--- src/rtl/isp_pattern_src_pkg.sv ---
// Shared definitions for the ISP test-pattern source.
// Pattern encodings, RGB565 bar colours and FSM states.
package isp_pattern_src_pkg;

    localparam logic [1:0] PAT_BARS  = 2'd0;
    localparam logic [1:0] PAT_GRAD  = 2'd1;
    localparam logic [1:0] PAT_SOLID = 2'd2;
    localparam logic [1:0] PAT_CHECK = 2'd3;

    localparam logic [15:0] COL_WHITE   = 16'hFFFF;
    localparam logic [15:0] COL_YELLOW  = 16'hFFE0;
    localparam logic [15:0] COL_CYAN    = 16'h07FF;
    localparam logic [15:0] COL_GREEN   = 16'h07E0;
    localparam logic [15:0] COL_MAGENTA = 16'hF81F;
    localparam logic [15:0] COL_RED     = 16'hF800;
    localparam logic [15:0] COL_BLUE    = 16'h001F;
    localparam logic [15:0] COL_BLACK   = 16'h0000;

    typedef enum logic [1:0] {
        ST_IDLE,
        ST_ACTIVE,
        ST_HBLANK,
        ST_VBLANK
    } state_e;

    function automatic logic [15:0] bar_color(input logic [2:0] idx);
        logic [15:0] c;
        c = COL_BLACK;
        unique case (idx)
            3'd0:    c = COL_WHITE;
            3'd1:    c = COL_YELLOW;
            3'd2:    c = COL_CYAN;
            3'd3:    c = COL_GREEN;
            3'd4:    c = COL_MAGENTA;
            3'd5:    c = COL_RED;
            3'd6:    c = COL_BLUE;
            default: c = COL_BLACK;
        endcase
        return c;
    endfunction

    function automatic int max_i(input int a, input int b);
        return (a > b) ? a : b;
    endfunction

endpackage

--- src/rtl/isp_pattern_src_if.sv ---
// ISP pixel interface: 16-bit RGB565 pixel with valid strobe,
// start-of-frame and end-of-line markers; no backpressure.
interface isp_pattern_src_if;

    logic [15:0] Dout;
    logic        outEn;
    logic        sof;
    logic        eol;

    modport master (
        output Dout,
        output outEn,
        output sof,
        output eol
    );

    modport slave (
        input Dout,
        input outEn,
        input sof,
        input eol
    );

endinterface

--- src/rtl/isp_pattern_color.sv ---
// Registered pattern generator: maps the timing counters of the
// current cycle to one RGB565 pixel, zero outside active video.
module isp_pattern_color
    import isp_pattern_src_pkg::*;
(
    input  logic        clk,
    input  logic        rst,
    input  logic        i_valid,
    input  logic [1:0]  i_mode,
    input  logic [4:0]  i_hcnt,
    input  logic [5:0]  i_vcnt,
    input  logic [2:0]  i_bar,
    input  logic [4:0]  i_frame_cnt,
    input  logic [15:0] i_solid,
    output logic [15:0] o_pixel
);

    logic [15:0] w_pixel;
    logic [15:0] r_pixel;

    // Select the pattern value; blanking forces black.
    always_comb begin
        w_pixel = '0;
        if (i_valid) begin
            unique case (i_mode)
                PAT_BARS:  w_pixel = bar_color(i_bar);
                PAT_GRAD:  w_pixel = {i_hcnt, i_vcnt, i_frame_cnt};
                PAT_SOLID: w_pixel = i_solid;
                PAT_CHECK: w_pixel = (i_hcnt[4] ^ i_vcnt[4]) ?
                                     16'hFFFF : 16'h0000;
                default:   w_pixel = '0;
            endcase
        end
    end

    // Register the pixel so it lines up with the valid strobe.
    always_ff @(posedge clk or posedge rst) begin
        if (rst) r_pixel <= '0;
        else     r_pixel <= w_pixel;
    end

    assign o_pixel = r_pixel;

endmodule

--- src/rtl/isp_pattern_src.sv ---
// Frame-timed RGB565 test-pattern source for the ISP pixel path.
// Timing FSM and counters live here; pixel colour in a submodule.
module isp_pattern_src
    import isp_pattern_src_pkg::*;
#(
    parameter int H_ACTIVE = 640,
    parameter int H_BLANK  = 160,
    parameter int V_ACTIVE = 480,
    parameter int V_BLANK  = 45
) (
    input  logic                      clk,
    input  logic                      rst,
    input  logic                      start,
    input  logic                      stop,
    input  logic [1:0]                mode,
    input  logic [15:0]               solid_color,
    output logic                      busy,
    isp_pattern_src_if.master         px
);

    localparam int LINE   = H_ACTIVE + H_BLANK;
    localparam int VB_CYC = V_BLANK * LINE;
    localparam int BAR_W  = H_ACTIVE / 8;

    // hcnt/vcnt are at least as wide as their gradient fields.
    localparam int HW  = max_i($clog2(H_ACTIVE) + 1, 5);
    localparam int VW  = max_i($clog2(V_ACTIVE) + 1, 6);
    localparam int BCW = $clog2(H_BLANK) + 1;
    localparam int VBW = $clog2(VB_CYC) + 1;
    localparam int BWW = $clog2(BAR_W) + 1;

    localparam logic [HW-1:0]  H_LAST   = HW'(H_ACTIVE - 1);
    localparam logic [VW-1:0]  V_LAST   = VW'(V_ACTIVE - 1);
    localparam logic [BCW-1:0] HB_LAST  = BCW'(H_BLANK - 1);
    localparam logic [VBW-1:0] VB_LAST  = VBW'(VB_CYC - 1);
    localparam logic [BWW-1:0] BAR_LAST = BWW'(BAR_W - 1);

    state_e         r_state;
    state_e         w_state_nxt;

    logic [HW-1:0]  r_hcnt;
    logic [BCW-1:0] r_hbcnt;
    logic [VBW-1:0] r_vbcnt;
    logic [VW-1:0]  r_vcnt;
    logic [BWW-1:0] r_barcnt;
    logic [2:0]     r_bar;
    logic [7:0]     r_frame_cnt;
    logic [1:0]     r_mode;
    logic [15:0]    r_solid;
    logic           r_stop_pend;
    logic           r_outEn;
    logic           r_sof;
    logic           r_eol;

    logic           w_active;
    logic           w_line_end;
    logic           w_hb_end;
    logic           w_vb_end;
    logic           w_last_line;
    logic           w_go;
    logic           w_reload;
    logic           w_bar_end;
    logic [15:0]    w_pixel;

    assign w_active    = (r_state == ST_ACTIVE);
    assign w_line_end  = w_active && (r_hcnt == H_LAST);
    assign w_hb_end    = (r_state == ST_HBLANK) && (r_hbcnt == HB_LAST);
    assign w_vb_end    = (r_state == ST_VBLANK) && (r_vbcnt == VB_LAST);
    assign w_last_line = (r_vcnt == V_LAST);
    assign w_go        = (r_state == ST_IDLE) && start;
    assign w_reload    = w_vb_end && !r_stop_pend;
    assign w_bar_end   = (r_barcnt == BAR_LAST);

    // State register.
    always_ff @(posedge clk or posedge rst) begin
        if (rst) r_state <= ST_IDLE;
        else     r_state <= w_state_nxt;
    end

    // Next-state logic for active/blanking sequencing.
    always_comb begin
        w_state_nxt = r_state;
        unique case (r_state)
            ST_IDLE:   if (start) w_state_nxt = ST_ACTIVE;
            ST_ACTIVE: if (w_line_end) w_state_nxt = ST_HBLANK;
            ST_HBLANK: if (w_hb_end)
                           w_state_nxt = w_last_line ? ST_VBLANK
                                                     : ST_ACTIVE;
            ST_VBLANK: if (w_vb_end)
                           w_state_nxt = r_stop_pend ? ST_IDLE
                                                     : ST_ACTIVE;
            default:   w_state_nxt = ST_IDLE;
        endcase
    end

    // Horizontal, blanking and vertical counters; all reload to 0.
    always_ff @(posedge clk or posedge rst) begin
        if (rst) begin
            r_hcnt  <= '0;
            r_hbcnt <= '0;
            r_vbcnt <= '0;
            r_vcnt  <= '0;
        end else begin
            r_hcnt  <= (w_active && !w_line_end) ?
                       r_hcnt + HW'(1) : '0;
            r_hbcnt <= (r_state == ST_HBLANK && !w_hb_end) ?
                       r_hbcnt + BCW'(1) : '0;
            r_vbcnt <= (r_state == ST_VBLANK && !w_vb_end) ?
                       r_vbcnt + VBW'(1) : '0;
            if (w_go || w_vb_end)
                r_vcnt <= '0;
            else if (w_hb_end && !w_last_line)
                r_vcnt <= r_vcnt + VW'(1);
        end
    end

    // Bar index advances every H_ACTIVE/8 pixels within a line.
    always_ff @(posedge clk or posedge rst) begin
        if (rst) begin
            r_barcnt <= '0;
            r_bar    <= '0;
        end else if (w_active && !w_line_end) begin
            if (w_bar_end) begin
                r_barcnt <= '0;
                r_bar    <= r_bar + 3'd1;
            end else begin
                r_barcnt <= r_barcnt + BWW'(1);
            end
        end else begin
            r_barcnt <= '0;
            r_bar    <= '0;
        end
    end

    // Frame counter and per-frame latching of pattern settings.
    always_ff @(posedge clk or posedge rst) begin
        if (rst) begin
            r_frame_cnt <= '0;
            r_mode      <= PAT_BARS;
            r_solid     <= '0;
        end else begin
            if (w_reload)
                r_frame_cnt <= r_frame_cnt + 8'd1;
            if (w_go || w_reload) begin
                r_mode  <= mode;
                r_solid <= solid_color;
            end
        end
    end

    // Sticky stop request, honoured at the end of the frame.
    always_ff @(posedge clk or posedge rst) begin
        if (rst)
            r_stop_pend <= 1'b0;
        else if (w_vb_end && r_stop_pend)
            r_stop_pend <= 1'b0;
        else if (r_state != ST_IDLE && stop)
            r_stop_pend <= 1'b1;
    end

    // Strobes registered in step with the pixel register.
    always_ff @(posedge clk or posedge rst) begin
        if (rst) begin
            r_outEn <= 1'b0;
            r_sof   <= 1'b0;
            r_eol   <= 1'b0;
        end else begin
            r_outEn <= w_active;
            r_sof   <= w_active && (r_hcnt == '0) && (r_vcnt == '0);
            r_eol   <= w_line_end;
        end
    end

    isp_pattern_color u_color (
        .clk         (clk),
        .rst         (rst),
        .i_valid     (w_active),
        .i_mode      (r_mode),
        .i_hcnt      (r_hcnt[4:0]),
        .i_vcnt      (r_vcnt[5:0]),
        .i_bar       (r_bar),
        .i_frame_cnt (r_frame_cnt[4:0]),
        .i_solid     (r_solid),
        .o_pixel     (w_pixel)
    );

    assign px.Dout  = w_pixel;
    assign px.outEn = r_outEn;
    assign px.sof   = r_sof;
    assign px.eol   = r_eol;
    assign busy     = (r_state != ST_IDLE);

endmodule
--- src/flat_wrapper.sv ---
// flat-port wrapper written by rule: the top's interface ports become plain ports
module isp_pattern_src_flat import isp_pattern_src_pkg::*;
#(
    parameter int H_ACTIVE = 640,
    parameter int H_BLANK  = 160,
    parameter int V_ACTIVE = 480,
    parameter int V_BLANK  = 45
)
  (clk, rst, start, stop, mode, solid_color, busy, px_Dout, px_outEn, px_sof, px_eol);
  isp_pattern_src_if px_i ();
  input  logic clk;
  input  logic rst;
  input  logic start;
  input  logic stop;
  input  logic [1:0] mode;
  input  logic [15:0] solid_color;
  output logic busy;
  output wire logic [$bits(px_i.Dout)-1:0] px_Dout;
  output wire logic [$bits(px_i.outEn)-1:0] px_outEn;
  output wire logic [$bits(px_i.sof)-1:0] px_sof;
  output wire logic [$bits(px_i.eol)-1:0] px_eol;
  assign px_Dout = px_i.Dout;
  assign px_outEn = px_i.outEn;
  assign px_sof = px_i.sof;
  assign px_eol = px_i.eol;
  isp_pattern_src #(.H_ACTIVE(H_ACTIVE), .H_BLANK(H_BLANK), .V_ACTIVE(V_ACTIVE), .V_BLANK(V_BLANK)) u_core (.clk(clk), .rst(rst), .start(start), .stop(stop), .mode(mode), .solid_color(solid_color), .busy(busy), .px(px_i));
endmodule
--- config.mk ---
export PLATFORM = sky130hd
export DESIGN_NAME = isp_pattern_src_flat
export DESIGN_NICKNAME = d
export VERILOG_FILES = /design/src/rtl/isp_pattern_src_pkg.sv /design/src/rtl/isp_pattern_src_if.sv /design/src/rtl/isp_pattern_color.sv /design/src/rtl/isp_pattern_src.sv /design/src/flat_wrapper.sv
export SDC_FILE = /design/constraint.sdc
export NUM_CORES = 1
export LEC_CHECK = 0
export ABC_CLOCK_PERIOD_IN_PS = 4120
export CORE_MARGIN = 10
export CORE_UTILIZATION = 60
export CTS_BUF_LIST = sky130_fd_sc_hd__clkbuf_8
export CTS_CLUSTER_DIAMETER = 200
export DETAILED_ROUTE_END_ITERATION = 7
export GPL_TIMING_DRIVEN = 0
export MAX_ROUTING_LAYER = met4
export PLACE_DENSITY = 0.83
export SYNTH_ARGS = -nofsm -noshare
export SYNTH_HDL_FRONTEND = slang
export SYNTH_SLANG_ARGS = --single-unit
--- constraint.sdc ---
create_clock -name clk -period 4.12 [get_ports clk]
set_input_delay 0.618 -clock clk [delete_from_list [all_inputs] [get_ports clk]]
set_output_delay 0.618 -clock clk [all_outputs]
set_load 0.005 [all_outputs]
Word level (Yosys, flattened, before mapping)

Cells that the tools add are included.

Input port bits: 22
Output and inout bits: 20
Bits in registers: 106

Mux-type cells: 22
Reductions and logical operators: 29
$add $sub $neg: 7
Bitwise gates (word level): 1
Equality and inequality tests: 22

Operators by type and width:

| kind                  | count |
|---|---|
| $pmux 16 s7           | 1 |
| $pmux 16 s4           | 1 |
| $mux 16               | 2 |
| $mux 10               | 2 |
| $add 17x1->17 const B | 1 |
| $eq 17x16->1 const B  | 1 |
| $mux 17               | 1 |
| $add 8x1->8 const B   | 2 |
| $mux 8                | 2 |
| $logic_and 1x1->1     | 13 |
| $add 11x1->11 const B | 1 |
| $eq 11x10->1 const B  | 1 |
| $logic_not 11->1      | 1 |
| $mux 11               | 1 |
| $add 10x1->10 const B | 1 |
| $eq 10x9->1 const B   | 1 |
| $logic_not 10->1      | 1 |
| $mux 2                | 5 |
| $add 9x1->9 const B   | 1 |
| $eq 3x3->1 const B    | 3 |
| $eq 9x8->1 const B    | 1 |
| $mux 9                | 1 |
| $eq 2x2->1 const B    | 4 |
| $eq 8x7->1 const B    | 1 |
| other kinds (16)      | 32 |

Depth between registers and ports, before layout

Gate-level depths: netlist (run 1).

Depth in word-level cells: 5
Gate-level depth with buffers: 7

Cells and area by module

From an unflattened synthesis (run 1), not the netlist that was laid out.

Cells, all modules: 466
Area, all modules: 5016.1 um^2

Modules (own cells, without submodules):

| module            | area an instance (um^2) | seq. area each (um^2) | instances | cells an instance |
|---|---|---|---|---|
| isp_pattern_src   | 4169.0                  | 2177.1                | 1         | 385 |
| isp_pattern_color | 847.1                   | 400.4                 | 1         | 81 |

Least setup slack after synthesis (run 1)

Ideal clock, no wire load.

Path kind: reg2reg
Start: register u_core.r_vbcnt[0]
End: register u_core.r_mode[0]
Slack: 2.049 ns
Stages on the path, launching flop included: 8
Data required time: 3.993 ns
Buffers on the path: 2
Setup time: 0.127 ns
Data arrival time: 1.943 ns
Path through: dfrtp_1 -> ha_1 -> and4_1 -> buf_4 -> nand4_4 -> o31ai_4 -> buf_6 -> mux2_1

Longest elaborated chain between the ends: 4

RTL lines:

| item                   | RTL line               | source |
|---|---|---|
| from (decl)            | isp_pattern_src.sv:43  | `logic [VBW-1:0] r_vbcnt;` |
| from (signal assigned) | isp_pattern_src.sv:108 | `r_vbcnt <= (r_state == ST_VBLANK && !w_vb_end) ?` |
| $eq 17x16->1           | isp_pattern_src.sv:68  | `assign w_vb_end = (r_state == ST_VBLANK) && (r_vbcnt == VB_LAST);` |
| $logic_and 1x1->1      | isp_pattern_src.sv:68  |  |
| $logic_and 1x1->1      | isp_pattern_src.sv:71  | `assign w_reload = w_vb_end && !r_stop_pend;` |
| $logic_or 1x1->1       | isp_pattern_src.sv:144 | `if (w_go \|\| w_reload) begin` |
| to (signal assigned)   | isp_pattern_src.sv:145 | `r_mode <= mode;` |
| to (decl)              | isp_pattern_src.sv:48  | `logic [1:0] r_mode;` |

Every way passes these cells.
A chain may end at the register's enable or synchronous reset.

Final worst setup path (run 1)

Start: register u_core.r_vbcnt[0]
End: register u_core.r_solid[12]

Longest elaborated chain between the ends: 4

RTL lines:

| item                 | RTL line               | source |
|---|---|---|
| $eq 17x16->1         | isp_pattern_src.sv:68  |  |
| $logic_and 1x1->1    | isp_pattern_src.sv:68  |  |
| $logic_and 1x1->1    | isp_pattern_src.sv:71  |  |
| $logic_or 1x1->1     | isp_pattern_src.sv:144 |  |
| to (signal assigned) | isp_pattern_src.sv:146 | `r_solid <= solid_color;` |
| to (decl)            | isp_pattern_src.sv:49  | `logic [15:0] r_solid;` |

Every way passes these cells.

==> summary.md, run 1 <==
| Metric | Value |
|---|---|
| Vias/cell | 5.91 |
| Hpwl dp | 7850 um |
| ANT nets after route | 0 |
| Placeable core area | 8130 sq um |
| Ant. Diodes | 0 |
| CTS H-tree depth | 3 |
| GRT overflow | 0 |
| Sequential share of the synthesized area | 0.517 |
| Clock buffer depth | 2 |
| Max FO, Critical Path | 10 |
| Cts repair resizes | 0 |
| Vias in the first global route | 3901 |
| Syn Std Cell Area | 4990 sq um |
| Total power draw | 1.86 mW |
| Slew HR | 0.343 |
| WL final | 10800 um |
| R2R Path Start | u_core.r_vbcnt[0] |
| Layout Cells excl Fill | 643 |
| Number of port buffers | 41 |
| Fmax | 416 MHz |
| Unrepaired setup endpoints after global routing | false |
| Die area | 12400 sq um |
| GRT Total Usage | 0.184 |
| # setup viols final | 0 |
| R2R cell count | 7 |
| Initial core utilization | 0.613 |
| Crit path arrival time | 2660 ps |
| Critical Path RT | 4370 ps |
| DIE WIDTH | 111 um |
| Final RePlAce weighted congestion | 0.864 |
| Type of the worst min-delay path | flip-flop to flip-flop |
| Setup Buffers After CTS | 0 |
| Syn avg cell area | 10.4 sq um |
| CTS clk-pin slew, worst paths | 100 ps |
| CTS Buf Count | 9 |
| First-pass GRT wire length | 18700 um |
| Final core utilization | 0.711 |
| DR WL/cell | 16.8 um |
| Die H | 111 um |
| Async SR Flop Fraction | 1.00 |
| Final period util | 0.584 |
| Synth Net Count | 515 |
| Status | finished clean |
| Dominant synthesized flop cell | dfrtp_1 |
| Dpl cells | 627 |
| Drt pass-1 iters | 4 |
| LEAKAGE | 2.44 nW |
| DRC viols | 0 |
| PwrDens | 322 nW/um^2 |
| Worst setup startpoint | u_core.r_vbcnt[0] |
| Core Rows | 33 |
| CP endpoint | u_core.r_solid[12] |
| Starting DRT DRC Count | 268 |
| CTS tree | yes |
| Hold buffer count at CTS | 0 |
| Slew Viols, Final | 0 |
| Cells after synthesis | 480 |
| Share of cells above drive strength 1 | 0.0762 |
| Max Cap Viol | 0 |
| Hold Vio Cnt, Final | 0 |
| Largest net degree at the start of global routing | 55 |
| CTS sink cnt | 103 |
| Register-to-Register Setup Slack | 1710 ps |
| Top Ports | 42 |
| Area grow syn2layout | 16.0% |
| Worst VDD drop | 0.000270 V |
| Number of synthesis warnings | 0 |
| Unique cell type count in the Yosys netlist | 49 |
| Nets | 568 |
| Layout Skew | 13.4 ps |
| Clock Tree Root | clkbuf_8 |
| Critical Path Start Type | flip-flop |
| Post-synth EDFFs | 0 |
| Crit. End Element | flip-flop |
| Critical R2R Capture | u_core.r_solid[12] |
| Filler Cell Count | 598 |
| Initial antenna violation count | 0 |
| Via count | 3802 |
| Min Clock Period, post-route | 2410 ps |
| WS Path Type | flip-flop to flip-flop |
| Worst-Margin Slew | 977 ps |
| Number of synthesized register bits | 103 |
| Clock Latency Late Sink | 370 ps |
==> cell families (layout without fill, tap and decap cells) <==
logic type / after synthesis / count (layout) / share of synthesized area
xor gates and xnor gates: 38 / 38 / 0.0667
AOI/OAI and AO/OA: 91 / 91 / 0.111
buffers and inverters: 48 / 106 / 0.0389
adders and majority gates: 13 / 13 / 0.0326
DFF: 103 / 103 / 0.517
and+or+nand+nor: 166 / 166 / 0.187
muxes: 21 / 21 / 0.0472
==> layout make-up <==
class,instances,area (sq um),share of cell area
Clock buffer,10,138,0.0238
Buffer,22,96.3,0.0166
Clock inverter,6,90.1,0.0156
Timing Repair Buffer,42,438,0.0757
Sequential cell,103,2580,0.445
Tap cell,105,131,0.0227
Multi-Input combinational cell,329,2220,0.383
Inverter,26,100,0.0173
==> cells in the mapped netlist (all sizes together), types with 4 or more instances <==
master | number | area (sq um)
nor2 | 47 | 176
a21oi | 26 | 130
and4 | 6 | 52.6
nor4 | 5 | 31.3
o31ai | 5 | 51.3
clkbuf | 17 | 63.8
nand3 | 18 | 90.1
mux2 | 20 | 225
nor4b | 7 | 88.8
inv | 25 | 93.8
dfrtp | 103 | 2580
ha | 13 | 163
nand4 | 18 | 128
nor3 | 7 | 35.0
or4 | 6 | 45.0
and2 | 4 | 25.0
buf | 5 | 32.5
and3 | 6 | 37.5
o21ai | 35 | 175
xor2 | 28 | 245
or3 | 7 | 43.8
xnor2 | 10 | 87.6
nand2 | 24 | 90.1
o21a | 6 | 45.0
a211oi | 6 | 45.0
==> stage by stage <==
stage | hold slack (ps) | setup slack, ps | setup TNS [ps] | instance area (sq um)
final | 469 | 1710 | 0 | 5790
after global routing | 500 | 1500 | 0 | 5790
after CTS | 468 | 1690 | 0 | 5790
after detailed placement | 454 | 1710 | 0 | 5560
after global placement | 445 | -497 | -50680 | 5530
after floorplan | 433 | 798 | 0 | 4990
==> per-layer routing <==
metal / vias up / share of wire / track usage
li1: 1804 / - / -
met1: 1881 / 0.42 / 0.210
met4: 0 / 0.018 / 0.0634
met2: 95 / 0.52 / 0.308
met3: 22 / 0.049 / 0.0444
met5: - / 0 / -
==> worst min path at each step <==
stage	start	cells past startpoint	to	slack [ps]
2_1_floorplan	u_core.r_barcnt[0]	1	u_core.r_barcnt[0]	430
3_3_place_gp	u_core.r_hbcnt[0]	1	u_core.r_hbcnt[0]	450
3_5_place_dp	u_core.r_barcnt[0]	1	u_core.r_barcnt[0]	450
4_1_cts	u_core.r_barcnt[0]	1	u_core.r_barcnt[0]	470
5_1_grt	u_core.r_barcnt[0]	1	u_core.r_barcnt[0]	500
6_report	u_core.r_barcnt[0]	1	u_core.r_barcnt[0]	470
==> registers in the layout (all words and copies together) (netlist names) <==
register / count
u_core.r_hbcnt: 9
u_core.r_vcnt: 10
u_core.px.sof: 1
u_core.r_barcnt: 8
u_core.r_solid: 16
u_core.u_color.o_pixel: 16
u_core.px.eol: 1
u_core.r_frame_cnt: 5
u_core.r_bar: 3
u_core.r_mode: 2
u_core.r_vbcnt: 17
u_core.r_stop_pend: 1
u_core.r_hcnt: 11
u_core.px.outEn: 1
u_core.r_state: 2
==> cells in the final DEF, fill, tap and decap left out, types with 4 or more instances in the layout <==
| cell type | n |
|---|---|
| dfrtp_1 | 103 |
| nor2_1 | 47 |
| clkdlybuf4s50_1 | 41 |
| o21ai_0 | 34 |
| xor2_1 | 28 |
| a21oi_1 | 26 |
| nand2_1 | 24 |
| inv_1 | 24 |
| nand3_1 | 18 |
| clkbuf_1 | 17 |
| nand4_1 | 17 |
| ha_1 | 13 |
| mux2_1 | 10 |
| mux2_2 | 10 |
| xnor2_1 | 10 |
| clkbuf_8 | 10 |
| or3_1 | 7 |
| nor3_1 | 7 |
| and4_1 | 6 |
| and3_1 | 6 |
| or4_1 | 6 |
| o21a_1 | 6 |
| a211oi_1 | 6 |
| nor4_1 | 5 |
| o31ai_1 | 4 |
| and2_1 | 4 |
| nor4b_1 | 4 |
==> report_power, final <==
part | leakage, nW | internal, mW | switching (mW) | total [mW]
combinational | 1.01 | 0.0599 | 0.0525 | 0.112
clock | 0.113 | 0.362 | 0.347 | 0.709
sequential | 1.32 | 1.03 | 0.00872 | 1.04
==> critical path: stages, from the launching register on <==
cell and delay, ps:
dfrtp_1 390, ha_1 220, and4_1 210, buf_4 170, nand4_4 140, o31ai_4 560
buf_6 240, mux2_1 340
Note: power is estimated with default switching activity, not from simulation.
==> inputs of run 2 (changes only) <==
--- a/config.mk
+++ b/config.mk
@@ -5,7 +5,7 @@
 export SDC_FILE = /design/constraint.sdc
 export NUM_CORES = 1
 export LEC_CHECK = 0
-export ABC_CLOCK_PERIOD_IN_PS = 4120
+export ABC_CLOCK_PERIOD_IN_PS = 2300
 export CORE_MARGIN = 10
 export CORE_UTILIZATION = 60
 export CTS_BUF_LIST = sky130_fd_sc_hd__clkbuf_8
==> constraint.sdc (replaced) <==
create_clock -name clk -period 2.3 [get_ports clk]
set_input_delay 0.345 -clock clk [delete_from_list [all_inputs] [get_ports clk]]
set_output_delay 0.345 -clock clk [all_outputs]
set_load 0.005 [all_outputs]
==> run 2 against run 1 <==
Against the previous run: first-iteration DRC count down 7.8%; sequential power up 79%; setup slack worse by 1500 ps; register-to-register slack worse by 1500 ps; worst hold slack worse by 110 ps; highest routed layer unchanged.
==> summary.md, run 2 (synthesized netlist as in run 1, its figures left out) <==
| Metric | Value |
|---|---|
| Hold Vio Cnt, Final | 0 |
| Psw | 0.748 mW |
| DR WL/cell | 16.4 um |
| Layout Skew | 11.7 ps |
| Die H | 111 um |
| Crit. End Element | flip-flop |
| DRC viols | 0 |
| Final RePlAce weighted congestion | 0.840 |
| Vias in the first global route | 3897 |
| WL final | 10600 um |
| Nets | 571 |
| Internal power | 2.40 mW |
| Clk pwr share | 0.343 |
| Critical Path Start Type | flip-flop |
| Type of the worst min-delay path | input port to async pin |
| Most common cell after layout, fill and taps aside | dfrtp_1 |
| Largest net degree at the start of global routing | 44 |
| WS Path Type | flip-flop to flip-flop |
| Pre-CTS WS | -86.5 ps |
| Number of port buffers | 41 |
| Max reg flops | 17 |
| Hold buffer count at CTS | 0 |
| Max Cap Viol | 0 |
| Area grow syn2layout | 16.0% |
| Slew Viols, Final | 0 |
| First-pass GRT wire length | 18400 um |
| Filler Cell Count | 578 |
| Part of the power in registers | 0.592 |
| Hold Slack | 355 ps |
| ANT nets after route | 0 |
| Initial core utilization | 0.613 |
| Fmax | 470 MHz |
| Max FO, Critical Path | 10 |
| Worst setup startpoint | u_core.r_vbcnt[0] |
| Starting DRT DRC Count | 247 |
| Critical-path cell list | ha_1 -> and4_1 -> buf_4 -> nand4_4 -> o31ai_4 -> buf_6 -> mux2_1 |
| Slew HR | 0.513 |
| Final period util | 0.925 |
| CTS clk-pin slew, worst paths | 100 ps |
| Initial antenna violation count | 0 |
| Core Rows | 33 |
| Worst VDD drop | 0.000371 V |
| Top Ports | 42 |
| Share of cells above drive strength 1 | 0.0832 |
| Final WS setup | 172 ps |
| GRT overflow | 0 |
| CTS sink cnt | 103 |
| Min Clock Period, post-route | 2130 ps |
| LEAKAGE | 2.44 nW |
| Vias/cell | 5.80 |
| Net Sw Frac | 0.238 |
| Unrepaired setup endpoints after global routing | false |
| Hpwl dp | 7720 um |
| Clock Latency Late Sink | 370 ps |
| Die area | 12400 sq um |
| CTS tree | yes |
| R2R cell count | 7 |
| Logic pwr share | 0.065 |
| CTS Buf Count | 9 |
| Crit path arrival time | 2380 ps |
| Status | finished clean |
| Placeable core area | 8130 sq um |
| Clock Tree Root | clkbuf_8 |
| Max stage delay on crit path | 400 ps |
| DIE WIDTH | 111 um |
| Ant. Diodes | 0 |
| Drt pass-1 iters | 4 |
| Commonest non-fill, non-tap cells in the layout | dfrtp_1, nor2_1, clkdlybuf4s50_1, o21ai_0, xor2_1 |
| Clock buffer depth | 2 |
| Via count | 3745 |
| Top reg by flops | u_core.r_vbcnt |
| CP max-delay cell | dfrtp_1 |
| # setup viols final | 0 |
| Critical Path RT | 2550 ps |
| Worst-Margin Slew | 726 ps |
| R2R Path Start | u_core.r_vbcnt[0] |
| PwrDens | 544 nW/um^2 |
| GRT Total Usage | 0.178 |
| CTS H-tree depth | 3 |
[run 2: cell count changes in the layout (fill, tap and decap cells not counted), sizes merged]
cell,before,now
buf,6,9
bufinv,2,0
clkinv,2,4
[run 2: final cells by class]
class,instances,area [sq um],area share
Clock inverter,6,51.3,0.00887
Tap cell,105,131,0.0227
Clock buffer,10,138,0.0238
Timing Repair Buffer,45,465,0.0805
Multi-Input combinational cell,329,2220,0.384
Sequential cell,103,2580,0.446
Inverter,26,101,0.0175
Buffer,22,96.3,0.0167
[run 2: stage by stage]
step	TNS, ps	utilization	cells	cell area (sq um)	power, mW
floorplan	0	-	480	4990	1.98
global placement	-29200	0.680	626	5530	2.09
global route	0	0.711	646	5780	3.28
CTS	0	0.710	646	5780	3.18
finish	0	0.711	646	5780	3.15
detailed placement	-647	0.685	628	5570	2.11
[run 2: what timing repair did]
| item | 4_1_cts | 5_1_grt |
|---|---|---|
| pin swaps | 1 | 0 |
| gates resized for setup | 0 | 2 |
| setup buffers | 2 | 0 |
| setup endpoints to repair | 10 | 19 |
| gates cloned | 0 | 0 |
[run 2: worst max-delay path: cells and delay by family (launching register included)]
| kind | cells | cell delay [ps] |
|---|---|---|
| adder cells (fa/ha/maj) | 1 | 220 |
| AO/OA/AOI/OAI | 1 | 320 |
| flip-flops | 1 | 400 |
| multiplexers | 1 | 340 |
| AND/OR/NAND/NOR | 2 | 340 |
| buffers and inverters | 2 | 370 |
[run 2: worst paths after layout]
kind	endpoint	slack (ps)
worst min-delay path	u_core.r_hbcnt[3]	350
worst max register to register	u_core.r_mode[1]	170
worst max-delay path	u_core.r_mode[1]	170
max in group asynchronous	u_core.r_solid[12]	1380
min in group clk	u_core.r_barcnt[0]	470
worst min register to register	u_core.r_barcnt[0]	470
[run 2: routing by layer]
metal	up-vias	GRT usage	wire, um
met5	-	-	0
met4	0	0.0471	136
met3	15	0.0427	453
met2	88	0.292	5480
met1	1830	0.216	4540
li1	1812	-	-
[run 2: power by group through the flow]
stage / registers (mW) / clock network [mW] / logic (mW)
floorplan: 1.90 / 0 / 0.0855
global placement: 1.90 / 0 / 0.194
detailed placement: 1.90 / 0 / 0.208
CTS: 1.86 / 1.11 / 0.209
global route: 1.87 / 1.19 / 0.226
finish: 1.86 / 1.08 / 0.203
